===== config.mk =====
export PLATFORM = sky130hd
export DESIGN_NAME = resp_return_router
export DESIGN_NICKNAME = d
export VERILOG_FILES = /design/src/rtl/crossbar_pkg.sv /design/src/rtl/resp_return_router_onehot_to_index.sv /design/src/rtl/resp_return_router.sv
export SDC_FILE = /design/constraint.sdc
export NUM_CORES = 1
export LEC_CHECK = 0
export BUFFER_PORTS_ARGS = -buffer_cell sky130_fd_sc_hd__clkbuf_2
export CAP_MARGIN = 20
export CORE_ASPECT_RATIO = 0.7
export CORE_MARGIN = 4
export CORE_UTILIZATION = 45
export DETAILED_ROUTE_END_ITERATION = 8
export PLACE_DENSITY = 0.72
export SYNTH_ARGS = -nofsm -noshare
export SYNTH_HDL_FRONTEND = slang
export SYNTH_SLANG_ARGS = --single-unit

===== constraint.sdc =====
create_clock -name ACLK -period 5 [get_ports ACLK]
set_input_delay 0.75 -clock ACLK [delete_from_list [all_inputs] [get_ports ACLK]]
set_output_delay 0.75 -clock ACLK [all_outputs]
set_load 0.01 [all_outputs]

===== src/rtl/crossbar_pkg.sv =====
// ---------------------------------------------------------------------------
// crossbar_pkg
// Shared definitions for the AXI4 crossbar request and response paths.
//   MST_NUM_DEFAULT : default number of master ports
//   mst_idx_t       : binary master index for the default master count
//   idx_width()     : bits needed to index n items (never less than 1)
//   cnt_width()     : bits needed to count 0..depth inclusive
// ---------------------------------------------------------------------------
package crossbar_pkg;

  localparam int MST_NUM_DEFAULT = 8;

  typedef logic [$clog2(MST_NUM_DEFAULT)-1:0] mst_idx_t;

  // A single-item index still needs one bit so vectors never collapse to zero width.
  function automatic int idx_width(input int n);
    return (n > 1) ? $clog2(n) : 1;
  endfunction

  // A counter for a table of 'depth' entries must also represent the full value.
  function automatic int cnt_width(input int depth);
    return $clog2(depth + 1);
  endfunction

endpackage


===== src/rtl/resp_return_router_onehot_to_index.sv =====
// ---------------------------------------------------------------------------
// onehot_to_index
// Parameterised one-hot to binary converter with lowest-bit priority.
// Shared with the request-side select logic.
//   onehot : N-bit input vector, expected one-hot
//   index  : W-bit binary index of the lowest set bit; 0 when no bit is set
// ---------------------------------------------------------------------------
module onehot_to_index
  import crossbar_pkg::*;
#(
  parameter int N = MST_NUM_DEFAULT,
  parameter int W = idx_width(N)
) (
  input  logic [N-1:0] onehot,
  output logic [W-1:0] index
);

  // Scanning from the top down lets the lowest set bit overwrite any higher
  // one, so an illegal multi-hot input still resolves deterministically.
  always_comb begin
    index = '0;
    for (int i = N - 1; i >= 0; i--) begin
      if (onehot[i]) begin
        index = W'(i);
      end
    end
  end

endmodule


===== src/rtl/resp_return_router.sv =====
// ---------------------------------------------------------------------------
// resp_return_router
// Response return path for one slave port of the AXI4 crossbar (B or R).
// Records the winning master of every request granted to this slave, in
// grant order, and steers the slave's response beats back to that master.
// An entry is released on the beat that carries s_last.
//
// Ports:
//   ACLK, ARESETn           : clock, synchronous active-low reset
//   grant_valid, grant_sel  : request handshake done this cycle, one-hot winner
//   grant_ready             : table has room (registered count only)
//   s_valid/s_payload/s_last/s_ready : slave-side response channel
//   m_valid/m_payload/m_last/m_ready : master-side response channels
//   err_unexpected          : sticky, response seen with nothing outstanding
//
// Build option: RESP_ROUTER_ERR_EN
//   defined   - empty table accepts and drops beats, err_unexpected exists
//   undefined - empty table stalls the slave (s_ready=0), no error port
// ---------------------------------------------------------------------------
module resp_return_router
  import crossbar_pkg::*;
#(
  parameter int MST_NUM       = MST_NUM_DEFAULT,
  parameter int DEPTH         = 4,
  parameter int PAYLOAD_WIDTH = 2
) (
  input  logic                     ACLK,
  input  logic                     ARESETn,
  input  logic                     grant_valid,
  input  logic [MST_NUM-1:0]       grant_sel,
  output logic                     grant_ready,
  input  logic                     s_valid,
  input  logic [PAYLOAD_WIDTH-1:0] s_payload,
  input  logic                     s_last,
  output logic                     s_ready,
  output logic [MST_NUM-1:0]       m_valid,
  output logic [PAYLOAD_WIDTH-1:0] m_payload,
  output logic                     m_last,
  input  logic [MST_NUM-1:0]       m_ready
`ifdef RESP_ROUTER_ERR_EN
  ,
  output logic                     err_unexpected
`endif
);

  localparam int IDX_W = idx_width(MST_NUM);
  localparam int PTR_W = idx_width(DEPTH);
  localparam int CNT_W = cnt_width(DEPTH);
  localparam logic [CNT_W-1:0] FULL_CNT = CNT_W'(DEPTH);

`ifdef RESP_ROUTER_ERR_EN
  localparam logic EMPTY_READY = 1'b1;
`else
  localparam logic EMPTY_READY = 1'b0;
`endif

  logic [IDX_W-1:0] entries [DEPTH];
  logic [PTR_W-1:0] wr_ptr;
  logic [PTR_W-1:0] rd_ptr;
  logic [CNT_W-1:0] count;
  logic [IDX_W-1:0] grant_idx;
  logic [IDX_W-1:0] head;
  logic             not_empty;
  logic             push;
  logic             pop;

  onehot_to_index #(
    .N(MST_NUM),
    .W(IDX_W)
  ) u_grant_idx (
    .onehot(grant_sel),
    .index (grant_idx)
  );

  assign not_empty   = (count != '0);
  // Derived from the registered count only, so a full table refuses a push
  // even in a cycle where the head is being popped.
  assign grant_ready = (count != FULL_CNT);
  assign head        = entries[rd_ptr];
  assign push        = grant_valid & grant_ready;
  // Only the last beat of a response releases its entry; a beat accepted
  // while the table is empty has no entry to release.
  assign pop         = s_valid & s_ready & s_last & not_empty;

  // Entry storage needs no reset: the count alone decides which entries are
  // live, so stale contents are never observed.
  always_ff @(posedge ACLK) begin
    if (push) begin
      entries[wr_ptr] <= grant_idx;
    end
  end

  // Pointers and occupancy. DEPTH is a power of two so the pointers wrap
  // naturally. A simultaneous push and pop moves both pointers and leaves
  // the count unchanged.
  always_ff @(posedge ACLK) begin
    if (!ARESETn) begin
      wr_ptr <= '0;
      rd_ptr <= '0;
      count  <= '0;
    end else begin
      if (push) begin
        wr_ptr <= wr_ptr + PTR_W'(1);
      end
      if (pop) begin
        rd_ptr <= rd_ptr + PTR_W'(1);
      end
      if (push && !pop) begin
        count <= count + CNT_W'(1);
      end else if (pop && !push) begin
        count <= count - CNT_W'(1);
      end
    end
  end

  // Zero-latency steering: the head entry selects which master sees the
  // slave's valid and whose ready goes back to the slave. A fresh push is
  // only visible as head from the following cycle.
  always_comb begin
    m_valid = '0;
    s_ready = EMPTY_READY;
    if (not_empty) begin
      m_valid[head] = s_valid;
      s_ready       = m_ready[head];
    end
  end

  assign m_payload = s_payload;
  // Gated by occupancy so a B channel that ties s_last high does not show a
  // last flag to the masters while nothing is outstanding.
  assign m_last    = s_last & not_empty;

`ifdef RESP_ROUTER_ERR_EN
  // Sticky flag: any response offered while nothing is outstanding is a
  // protocol violation by the slave; it holds until the crossbar resets.
  always_ff @(posedge ACLK) begin
    if (!ARESETn) begin
      err_unexpected <= 1'b0;
    end else if (s_valid && !not_empty) begin
      err_unexpected <= 1'b1;
    end
  end
`endif

endmodule


# --- Word level (Yosys, flattened, before mapping) ---
# Memories as Yosys holds them, arrays and structs flattened. A register that Yosys moved wholly into a read port is not among the register bits.
# Cells that the tools add are included.
# W data, S select, Z words.
totals:
  ff_bits: 7
  wordCells: 44
  mem_count: 1
  ramBits: 12
mem_list:
  columns: ["memory", "words", "width", "rd", "rd_clocked_by_memory_dff", "wr", "line_no", "source"]
  rows:
  - ["entries", 4, 3, 1, 1, 1, "resp_return_router.sv:57", "logic [IDX_W-1:0] entries [DEPTH];"]
classes:
  n_lt_le_gt_ge: 2
  add_sub_neg: 4
  n_eq_ne: 1
  bitwise_logic: 6
  muxes: 20
  n_reduce_logical: 7
ops:
  columns: ["op", "n"]
  rows:
  - ["$mux W3", 10]
  - ["$and A8 B8 Y8", 1]
  - ["$mux W8", 1]
  - ["$and A1 B1 Y1", 5]
  - ["$mux W1", 5]
  - ["$add A2 B1 Y2 const B", 2]
  - ["$lt A3 B4 Y1 const B", 1]
  - ["$mux W2", 2]
  - ["$add A3 B1 Y3 const B", 1]
  - ["$bmux W1 S3", 1]
  - ["$demux W1 S3", 1]
  - ["$ge A3 B1 Y1 const B", 1]
  - ["$logic_and A1 B1 Y1", 3]
  - ["$ne A3 B3 Y1 const B", 1]
  - ["$reduce_bool A3 Y1", 1]
  - ["$sub A3 B1 Y3 const B", 1]
  - ["$logic_not A1 Y1", 2]
  - ["$reduce_bool A2 Y1", 1]

# --- Depth between registers and ports, before layout ---
# Gate-level depths: netlist of the first run.
logic_depth:
  word_depth: 9
  depth_mapped: 11
  mapped_depth_nobuf: 10

# --- Cells and area by module ---
# Synthesis of the first run repeated with hierarchy kept, for this count alone.
unflattened:
  hier_cells: 107
  area_unflattened_um2: 1206.2
modules_own_cells:
  columns: ["module", "area_per_inst_um2", "n_inst", "cells_per_inst", "seq_area_each_um2"]
  rows:
  - ["resp_return_router", 1122.3, 1, 95, 540.5]
  - ["onehot_to_index", 83.8, 1, 12, 0.0]

# --- Worst setup path before layout of the first run ---
# OpenSTA, ideal clock, no wires.
synth_path:
  path_type: "flip-flop to flip-flop"
  from: "register with a tool-made name"
  to: "register count[2]"
  path_stages_with_launch: 12
  path_slack_ns: 2.166
  arrival_ns: 2.759
  synth_period_minus_slack_ns: 2.834
  path_cell_list: "dfxtp_1 -> mux4_2 -> buf_6 -> mux2i_1 -> o22ai_2 -> o211ai_4 -> ha_1 -> inv_1 -> fa_1 -> xor2_1 -> or3_1 -> a21boi_0"
synth_rtl:
  columns: ["item", "line_no", "source"]
  rows:
  - ["end signal: assignment", "resp_return_router.sv:109", "count <= count + CNT_W'(1);"]
  - ["end signal: assignment", "resp_return_router.sv:111", "count <= count - CNT_W'(1);"]
  - ["end: declaration", "resp_return_router.sv:60", "logic [CNT_W-1:0] count;"]

==> qor.yml, run 1 <==
run_status:
  status: "finished, final reports clean"
clocking:
  ctsHoldBuffers: 0
  cts_buffer_depth: 2
  post_cts_resized: 0
  cts_buffers: 3
  clk_latency_ps: 250
  cts.sinks: 21
  cts_root_buf: "clkbuf_8"
  post-cts-setup-buffers: 0
  clk_pin_slew_ps: 70
  htreeDepth: 1
  cts_tree: "yes"
synthesis:
  ys_top_cells_by_count: "nor2_1, edfxtp_1, dfxtp_1, mux2i_1"
  synthTopCellsByArea: "edfxtp_1, dfxtp_1, mux2i_1"
  synth_edf_count: 12
  ys_types: 29
  yosys.area.top_type: "edfxtp_1"
  synth_seq_cells: 21
  synthesis.area_um2: 1157
  synth_cells: 103
  yosysSeqAreaShare_pct: 46.70
  synth-async-reset-ratio_pct: 0
  post-synth-top-count-cell: "nor2_1"
  synth_fp_nets: 132
  synth_top_area_share_pct: 31.14
  syn-mean-instance-area_um2: 11.24
  ys.flop_type: "edfxtp_1"
  ys_warn_count: 0
placed_design:
  gp_congestion: 0.7158
  dp_hpwl_um: 1875
  portBuffers: 31
  pre_cts_ws_ps: 1978
setup_path:
  cpPeakStageDelay_ps: 630
  worst-endpoint-required_ps: 5180
  cp_slowest_cell: "mux4_2"
  start_kind: "register"
  end_kind: "register"
  timing.critical_path.cells: "mux4_2 -> mux2i_1 -> o22ai_2 -> o211ai_4 -> ha_1 -> inv_1 -> fa_1 -> xor2_1 -> or3_1 -> a21boi_0"
  arrival_ps: 3220
  critPathMaxFanout: 6
  path_class: "reg -> reg"
layout:
  post-route-util_pct: 55.73
  diodes: 0
  area_growth_syn_to_layout_pct: 18.38
  layout-drive-gt1-share_pct: 29.85
  final_nets: 164
routing:
  first_iter_violations: 11
  vias_per_cell: 4.988
  drt-pass1-iter-count: 4
  drc: 0
  wl_per_cell_um: 13.42
  routed_wl_um: 2255
  num_vias: 838
  postRouteAntennaNets: 0
sta:
  fmax_mhz: 328.9
  hold_violations: 0
  rsz0062_at_grt: "no"
  fin_skew_ps: 2.488
  finalMaxSlewViolations: 0
  fin_crit_sh_pct: 60.82
  finalSetupViolCount: 0
  fin_tns_setup_ps: 0
  worst_slew_pin_slew_ps: 441.6
  timing.final.ws_setup_ps: 1959
  relSlewSlack_pct: 70.34
  fin_crit_ps: 3041
  fin_hold_ws_ps: 491.5
floorplanning:
  dieHeight_um: 50.43
  ios: 36
  row_count: 15
  dieArea_um2: 3460
  die_w_um: 68.62
  start_util_pct: 47.07
  core_area_um2: 2459
power:
  p_per_area_nw_per_um2: 415.9
  ir_drop_mv: 0.1896
  p_leak_nw: 0.6011
global_route:
  grt_pass1_wl_um: 3539
  grt_max_degree: 12
  grt_overflow: 0
  grt_pass1_vias: 802
  antenna_found_initial: 0
  grt.total_usage_pct: 13.93
job:
  cap_violations: 0
hold_path:
  hp-class: "reg -> reg"
[per-stage QoR]
stage	cells	power, mW	instance area (um2)
after CTS	168	0.5755	1370
after global placement	164	0.4526	1325
after global routing	168	0.6129	1370
after floorplan	103	0.4078	1157
after detailed placement	164	0.4668	1325
final	168	0.5698	1370
[path summary, 6_finish.rpt]
path / start / to / slack, ps / depth (start not counted)
worst max-delay path: register / count[2] / 1960 / 10
worst min-delay path: rd_ptr[1] / register / 490 / 2
worst max register to register: register / count[2] / 1960 / 10
worst min register to register: rd_ptr[1] / register / 490 / 2
[cell type report]
type                            instances  area [um2]
Tap cell                               34       42.54
Timing Repair Buffer                   31       155.1
Fill cell                             221        1089
Clock buffer                            4       45.04
Sequential cell                        21       540.5
Inverter                                5       18.77
Multi-Input combinational cell         73       568.0
[where the power goes]
part	switching [mW]	total, mW	internal (mW)
Combinational	0.125	0.224	0.0993
Sequential	0.0237	0.238	0.215
Clock	0.0506	0.107	0.0566
Total	0.199	0.570	0.371
[flip-flops by register name (all words and copies together) (netlist names), named ones only]
signal   flops
entries     12
count        3
rd_ptr       2
wr_ptr       2
[routing by layer]
metal,vias up,track usage (%),part of all wire (%)
met3,2,2.908,8.6
met2,33,22.19,44
met4,0,5.611,0.75
li1,424,-,-
met1,379,18.23,46
met5,-,0,0
[kinds of logic (layout without fill, tap and decap cells)]
family	Yosys count	in the layout	synth area share, %
buffers and inverters	9	40	4.216
xor gates and xnor gates	3	3	2.271
adders and majority gates	6	6	7.135
AOI/OAI and AO/OA	10	10	7.783
and+or+nand+nor	42	42	18.27
DFF	21	21	46.70
muxes	12	12	13.62
[cells in the final DEF (no fill, tap or decap), drive strengths merged]
cell | netlist | final
clkbuf | 1 | 35
nor2 | 14 | 14
edfxtp | 12 | 12
mux2i | 9 | 9
dfxtp | 9 | 9
inv | 5 | 5
nand2 | 5 | 5
nand2b | 5 | 5
ha | 5 | 5
nor3 | 4 | 4
nor2b | 4 | 4
and3 | 4 | 4
and2 | 3 | 3
a21oi | 3 | 3
mux4 | 3 | 3
o22ai | 2 | 2
xnor2 | 2 | 2
o21bai | 1 | 1
or2 | 1 | 1
o211ai | 1 | 1
or4 | 1 | 1
o2111ai | 1 | 1
xor2 | 1 | 1
o21ai | 1 | 1
or3 | 1 | 1
a21boi | 1 | 1
fa | 1 | 1
[worst max-delay path, delay by kind of cell (launching register included)]
| family | cells | cell delay, ps |
|---|---|---|
| multiplexers | 2 | 850 |
| adder cells (fa/ha/maj) | 2 | 590 |
| AO/OA/AOI/OAI | 3 | 580 |
| flip-flops | 1 | 410 |
| AND/OR/NAND/NOR | 1 | 300 |
| XOR/XNOR | 1 | 160 |
| buffers and inverters | 1 | 70 |
Note: power is estimated with default switching activity, not from simulation.
==> run 2: changes to the inputs <==
==> constraint.sdc (replaced) <==
create_clock -name ACLK -period 3.05 [get_ports ACLK]
set_input_delay 0.4575 -clock ACLK [delete_from_list [all_inputs] [get_ports ACLK]]
set_output_delay 0.4575 -clock ACLK [all_outputs]
set_load 0.01 [all_outputs]
==> run 2 against run 1 <==
Effect of this change: clock skew grew 1.0 ps; setup slack got worse by 1800 ps; largest power group unchanged; worst hold slack worse by 4.2 ps; design area increased by 1.2%; wire length fell by 1.8%; core utilization up 0.66 points; critical path depth is the same; first-iteration DRC count unchanged.
==> qor.yml, run 2 (synthesis results as in run 1) <==
run_status:
  status: "finished, final reports clean"
global_route:
  grt_max_degree: 13  # +1
  grt_pass1_vias: 805  # +0.37%
  grt_overflow: 0  # unchanged
  antenna_found_initial: 0  # unchanged
  grt_pass1_wl_um: 3484  # -1.6%
  grt.total_usage_pct: 13.64  # -0.29 points
layout:
  final_common_cell: "clkbuf_2"
  layout-drive-gt1-share_pct: 33.33  # +3.5 points
  multi_input_area_um2: 574.3  # +1.1%
  final_cell_count_no_fill: 169  # +0.60%
  top_register: "entries"
  largest_reg_flops: 12  # unchanged
  diodes: 0  # unchanged
  final_nets: 165  # +0.61%
  regArea_um2: 541.8  # +0.23%
  fillers: 205  # -7.2%
  layout_common_cells: "clkbuf_2, nor2_1, edfxtp_1"
  top_regs: "entries: 12 flops, count: 3 flops"
  area_growth_syn_to_layout_pct: 19.78
clocking:
  htreeDepth: 1  # unchanged
  cts_tree: "yes"
  clk_latency_ps: 250  # about the same
  clk_pin_slew_ps: 70  # about the same
  cts_root_buf: "clkbuf_8"
  cts_buffer_depth: 2  # unchanged
  ctsHoldBuffers: 0  # unchanged
  cts.sinks: 21  # unchanged
  cts_buffers: 3  # unchanged
floorplanning:
  row_count: 15  # unchanged
  dieHeight_um: 50.43  # unchanged
  core_area_um2: 2459  # unchanged
  dieArea_um2: 3460  # unchanged
  die_w_um: 68.62  # unchanged
  start_util_pct: 47.07  # unchanged
  ios: 36  # unchanged
routing:
  wl_per_cell_um: 13.10  # -2.4%
  drt-pass1-iter-count: 4  # unchanged
  postRouteAntennaNets: 0  # unchanged
  routed_wl_um: 2214  # -1.8%
  vias_per_cell: 5.047  # +1.2%
  drc: 0  # unchanged
  first_iter_violations: 11  # unchanged
  num_vias: 853  # +1.8%
power:
  p_per_area_nw_per_um2: 679.9  # +63%
  ir_drop_mv: 0.3639  # +92%
  intPower_mw: 0.6131  # +65%
  combinationalPowerShare_pct: 40.0  # +0.7 points
  power_switching_mw: 0.3294  # +65%
  p_leak_nw: 0.6061  # +0.83%
  swShare_pct: 34.95  # about the same
  clockPowerShare_pct: 18.5  # -0.3 points
  p_seq_share_pct: 41.5  # -0.3 points
placed_design:
  dp_cells: 164  # unchanged
  gp_congestion: 0.7159  # about the same
  portBuffers: 31  # unchanged
  dp_hpwl_um: 1871  # -0.20%
sta:
  fin_skew_ps: 3.523  # +1.035 ps
  finalMaxSlewViolations: 0  # unchanged
  finalSetupViolCount: 0  # unchanged
  hold_violations: 0  # unchanged
  fin_crit_ps: 2911  # -129.9 ps
  fin_crit_sh_pct: 95.44  # +35 points
  worst_slew_pin_slew_ps: 430.1  # -11.42 ps
  fin_tns_setup_ps: 0  # unchanged
  fmax_mhz: 343.5  # +4.5%
  relSlewSlack_pct: 71.10  # +0.77 points
setup_path:
  cpPeakStageDelay_ps: 610  # -20 ps
  worst-endpoint-required_ps: 3230  # -1950 ps
  critPathMaxFanout: 6  # unchanged
  timing.critical_path.cells: "mux4_2 -> mux2i_1 -> o22ai_2 -> o211ai_4 -> ha_2 -> inv_1 -> fa_1 -> xor2_1 -> or3_1 -> a21boi_0"
  cp_slowest_cell: "mux4_2"
  path_class: "reg -> reg"
  end_kind: "register"
  arrival_ps: 3090  # -130 ps
  rrSetupSlack_ps: 140  # -1820 ps
  start_kind: "register"
hold_path:
  hp-class: "reg -> reg"
job:
  cap_violations: 0  # unchanged
-- run 2: what timing repair did --
| item | 4_1_cts | 5_1_grt |
|---|---|---|
| setup endpoints to repair | 0 | 1 |
| setup buffers | 0 | 1 |
| gates resized for setup | 0 | 3 |
-- run 2: layout make-up --
type / count / area share, %
repair buffers: 32 / 11.73
well taps: 34 / 3.069
clock inverters: 1 / 0.3610
inverters: 5 / 1.354
clock buffers: 3 / 2.978
multi-input cells: 73 / 41.43
flip-flops and latches: 21 / 39.08
-- run 2: per-stage QoR --
stage / power (mW) / setup slack [ps] / hold WS, ps / cell area [um2] / utilization, %
final: 0.9426 / 139.1 / 487.3 / 1386 / 56.39
after global routing: 1.019 / -6.553 / 544.5 / 1386 / 56.39
after CTS: 0.9436 / 30.30 / 485.1 / 1371 / 55.78
after detailed placement: 0.7678 / 39.67 / 472.0 / 1325 / 53.89
after global placement: 0.7419 / 181.4 / 462.6 / 1325 / 53.89
after floorplan: 0.6685 / 215.7 / 448.9 / 1157 / -
-- run 2: worst max-delay path: cells and delay by family (launching register included) --
kind	cells	cell delay, ps
muxes	2	820
buffers and inverters	1	50
DFF	1	370
adders and majority gates	2	600
and+or+nand+nor	1	300
xor gates and xnor gates	1	160
AOI/OAI and AO/OA	3	530
-- run 2: worst paths after layout --
check | from | end | cells past startpoint
setup reg to reg | register | count[2] | 10
hold reg to reg | rd_ptr[1] | rd_ptr[1] | 2
hold / removal | rd_ptr[1] | rd_ptr[1] | 2
setup / recovery | register | count[2] | 10
-- run 2: routing by layer --
| metal | track usage (%) | part of all wire (%) | routed length, um | vias up |
|---|---|---|---|---|
| met5 | 0 | 0 | 0 | - |
| met2 | 22.19 | 44 | 983 | 42 |
| met3 | 3.803 | 12 | 260 | 4 |
| li1 | - | - | - | 425 |
| met1 | 17.05 | 43 | 946 | 382 |
| met4 | 4.950 | 1.0 | 23 | 0 |
-- run 2: power by group through the flow --
stage,sequential [mW],clock [mW],combinational (mW)
finish,0.392,0.174,0.377
CTS,0.390,0.181,0.373
global route,0.398,0.196,0.425
global placement,0.393,0,0.349
floorplan,0.386,0,0.283
detailed placement,0.396,0,0.371
==> run 3: changes to the inputs <==
--- a/config.mk
+++ b/config.mk
@@ -5,13 +5,14 @@
 export SDC_FILE = /design/constraint.sdc
 export NUM_CORES = 1
 export LEC_CHECK = 0
+export ABC_AREA = 1
 export BUFFER_PORTS_ARGS = -buffer_cell sky130_fd_sc_hd__clkbuf_2
 export CAP_MARGIN = 20
 export CORE_ASPECT_RATIO = 0.7
 export CORE_MARGIN = 4
 export CORE_UTILIZATION = 45
 export DETAILED_ROUTE_END_ITERATION = 8
-export PLACE_DENSITY = 0.72
+export PLACE_DENSITY = 0.7
 export SYNTH_ARGS = -nofsm -noshare
 export SYNTH_HDL_FRONTEND = slang
 export SYNTH_SLANG_ARGS = --single-unit
==> run 3 against run 2 <==
Effect of this change: design area grew 9.8%; setup slack gained 330 ps; largest power group unchanged; highest routed layer unchanged; clock power about the same; maximum frequency grew 13%; sequential power fell by 5.4%.
==> qor.yml, run 3 <==
layout:
  diodes: 0  # unchanged
  top_regs: "entries: 12 flops, count: 3 flops"
  layout_common_cells: "nand2_1, clkbuf_2, inv_1"
  final_common_cell: "nand2_1"
  top_register: "entries"
  final_cell_area_um2: 1523  # +9.8%
  area_growth_syn_to_layout_pct: 16.79
  largest_reg_flops: 12  # unchanged
  final_nets: 233  # +41%
  layout-drive-gt1-share_pct: 25.62  # -7.7 points
synthesis:
  synthTopCellsByArea: "edfxtp_1, dfxtp_1, nand2_1"
  ys.flop_type: "edfxtp_1"
  syn-mean-instance-area_um2: 7.624  # -32%
  yosysSeqAreaShare_pct: 41.46  # -5.2 points
  ys_top_cells_by_count: "nand2_1, inv_1, nor2_1, nand3_1, edfxtp_1"
  synthesis.area_um2: 1304  # +13%
  post-synth-top-count-cell: "nand2_1"
  ys_warn_count: 0  # unchanged
  synth_edf_count: 12  # unchanged
  synth-async-reset-ratio_pct: 0  # unchanged
  synth_seq_cells: 21  # unchanged
  ys_types: 23  # -21%
  yosys.area.top_type: "edfxtp_1"
  synth_fp_nets: 200  # +52%
  synth_cells: 171  # +66%
  synth_top_area_share_pct: 27.64  # -3.5 points
setup_path:
  critPathMaxFanout: 11  # +5
  path_class: "reg -> reg"
  r2r_cells: 17  # +7
  worst-endpoint-required_ps: 3190  # -40 ps
  end_kind: "register"
  start_kind: "register"
  arrival_ps: 2710  # -380 ps
sta:
  fin_crit_ps: 2578  # -332.7 ps
  finalMaxSlewViolations: 0  # unchanged
  fin_skew_ps: 3.182  # -0.3413 ps
  rsz0062_at_grt: "no"
  finalSetupViolCount: 0  # unchanged
  relSlewSlack_pct: 57.92  # -13 points
  fin_tns_setup_ps: 0  # unchanged
  fin_hold_ws_ps: 499.9  # +12.64 ps
  fin_crit_sh_pct: 84.53  # -11 points
  fmax_mhz: 387.9  # +13%
  worst_slew_pin_slew_ps: 625.5  # +195.3 ps
  hold_violations: 0  # unchanged
placed_design:
  placed_cell_area_um2: 1478  # +12%
  portBuffers: 31  # unchanged
  dp_hpwl_um: 2118  # +13%
  gp_congestion: 0.9066  # +27%
power:
  p_leak_nw: 0.7391  # +22%
  ir_drop_mv: 0.3198  # -12%
  p_per_area_nw_per_um2: 576.5  # -15%
  finalPower_mw: 0.8778  # -6.9%
job:
  cap_violations: 0  # unchanged
clocking:
  cts_tree: "yes"
  cts.sinks: 21  # unchanged
  clk_latency_ps: 250  # about the same
  cts_root_buf: "clkbuf_8"
  post-cts-setup-buffers: 0  # unchanged
  cts_buffer_depth: 2  # unchanged
  post_cts_resized: 0  # unchanged
  ctsHoldBuffers: 0  # unchanged
  clk_pin_slew_ps: 70  # about the same
  htreeDepth: 1  # unchanged
  cts_buffers: 3  # unchanged
run_status:
  status: "finished, final reports clean"
routing:
  drt-pass1-iter-count: 4  # unchanged
  vias_per_cell: 4.762  # -5.7%
  routed_wl_um: 2616  # +18%
  drc: 0  # unchanged
  first_iter_violations: 45  # +34
  num_vias: 1138  # +33%
  postRouteAntennaNets: 0  # unchanged
  wl_per_cell_um: 10.95  # -16%
global_route:
  grt_overflow: 0  # unchanged
  grt_pass1_vias: 1054  # +31%
  grt.total_usage_pct: 15.02  # +1.4 points
  antenna_found_initial: 0  # unchanged
  grt_max_degree: 12  # -1
  grt_pass1_wl_um: 4429  # +27%
hold_path:
  hp-class: "reg -> reg"
  whs_path_depth: 2  # unchanged
floorplanning:
  dieArea_um2: 3836  # +11%
  start_util_pct: 46.85  # -0.22 points
  ios: 36  # unchanged
  dieHeight_um: 53.04  # +5.2%
  row_count: 16  # +1
  die_w_um: 72.34  # +5.4%
  core_area_um2: 2783  # +13%
-- run 3: cell count changes after synthesis, moves of 3 or more --
cell | before | now
nor2_1 | 14 | 25
nand3_1 | 0 | 17
mux4_2 | 3 | 0
nand2_2 | 0 | 7
nand2_1 | 5 | 32
a21oi_1 | 3 | 9
nand2b_1 | 5 | 0
nor2b_1 | 4 | 0
inv_1 | 5 | 28
and3_1 | 4 | 0
o21ai_0 | 1 | 7
and2_1 | 3 | 0
mux2i_1 | 9 | 0
-- run 3: metal layers --
metal  part of all wire, %  track usage (%)  wire, um
met1                    46            18.76      1191
met2                    44            23.26      1151
met3                   7.6            3.226       198
met4                   2.8            10.31        74
met5                     0                0         0
-- run 3: area by class of cell --
class | count | area (um2)
clock buffer | 4 | 45.04
timing repair buffer | 31 | 155.1
multi-input combinational | 117 | 624.3
tap | 36 | 45.04
inverter | 30 | 112.6
fill | 268 | 1260
sequential | 21 | 540.5
-- run 3: through the flow --
| stage | instances | util (%) | setup slack, ps |
|---|---|---|---|
| final | 239 | 54.72 | 471.8 |
| after floorplan | 171 | - | 892.5 |
| after detailed placement | 235 | 53.10 | 510.4 |
| after global routing | 239 | 54.72 | 69.47 |
| after global placement | 235 | 53.10 | 557.0 |
| after CTS | 239 | 54.72 | 484.2 |
-- run 3: critical path, stage by stage (launching register included) --
cell and delay, ps:
dfxtp_1 530, inv_2 150, nand2_1 90, nand3_1 60, nand2_1 120, nand2_1 100
inv_1 70, nand3_1 70, nand2_2 100, nor2_4 50, nand2_1 60, ha_1 130
inv_1 60, fa_1 370, a21oi_1 140, o21ai_0 120, o21ai_0 160, a21oi_1 60
-- run 3: kinds of logic after synthesis --
kind of cell	after synthesis	synth area share (%)
DFF	21	41.46
and+or+nand+nor	93	34.07
buffers and inverters	33	10.65
adders and majority gates	6	6.334
AOI/OAI and AO/OA	18	7.485
-- run 3: final timing paths --
path / start / slack, ps / to
worst min-delay path: rd_ptr[0] / 500 / rd_ptr[0]
worst max-delay path: register / 470 / count[2]
worst max register to register: register / 470 / count[2]
worst min register to register: rd_ptr[0] / 500 / rd_ptr[0]
-- run 3: report_power, final --
group | internal, mW | switching, mW | total (mW) | leakage [nW]
logic | 0.121 | 0.213 | 0.334 | 0.530
registers | 0.339 | 0.0322 | 0.371 | 0.187
clock network | 0.0927 | 0.0800 | 0.173 | 0.0228
total | 0.552 | 0.326 | 0.878 | 0.739
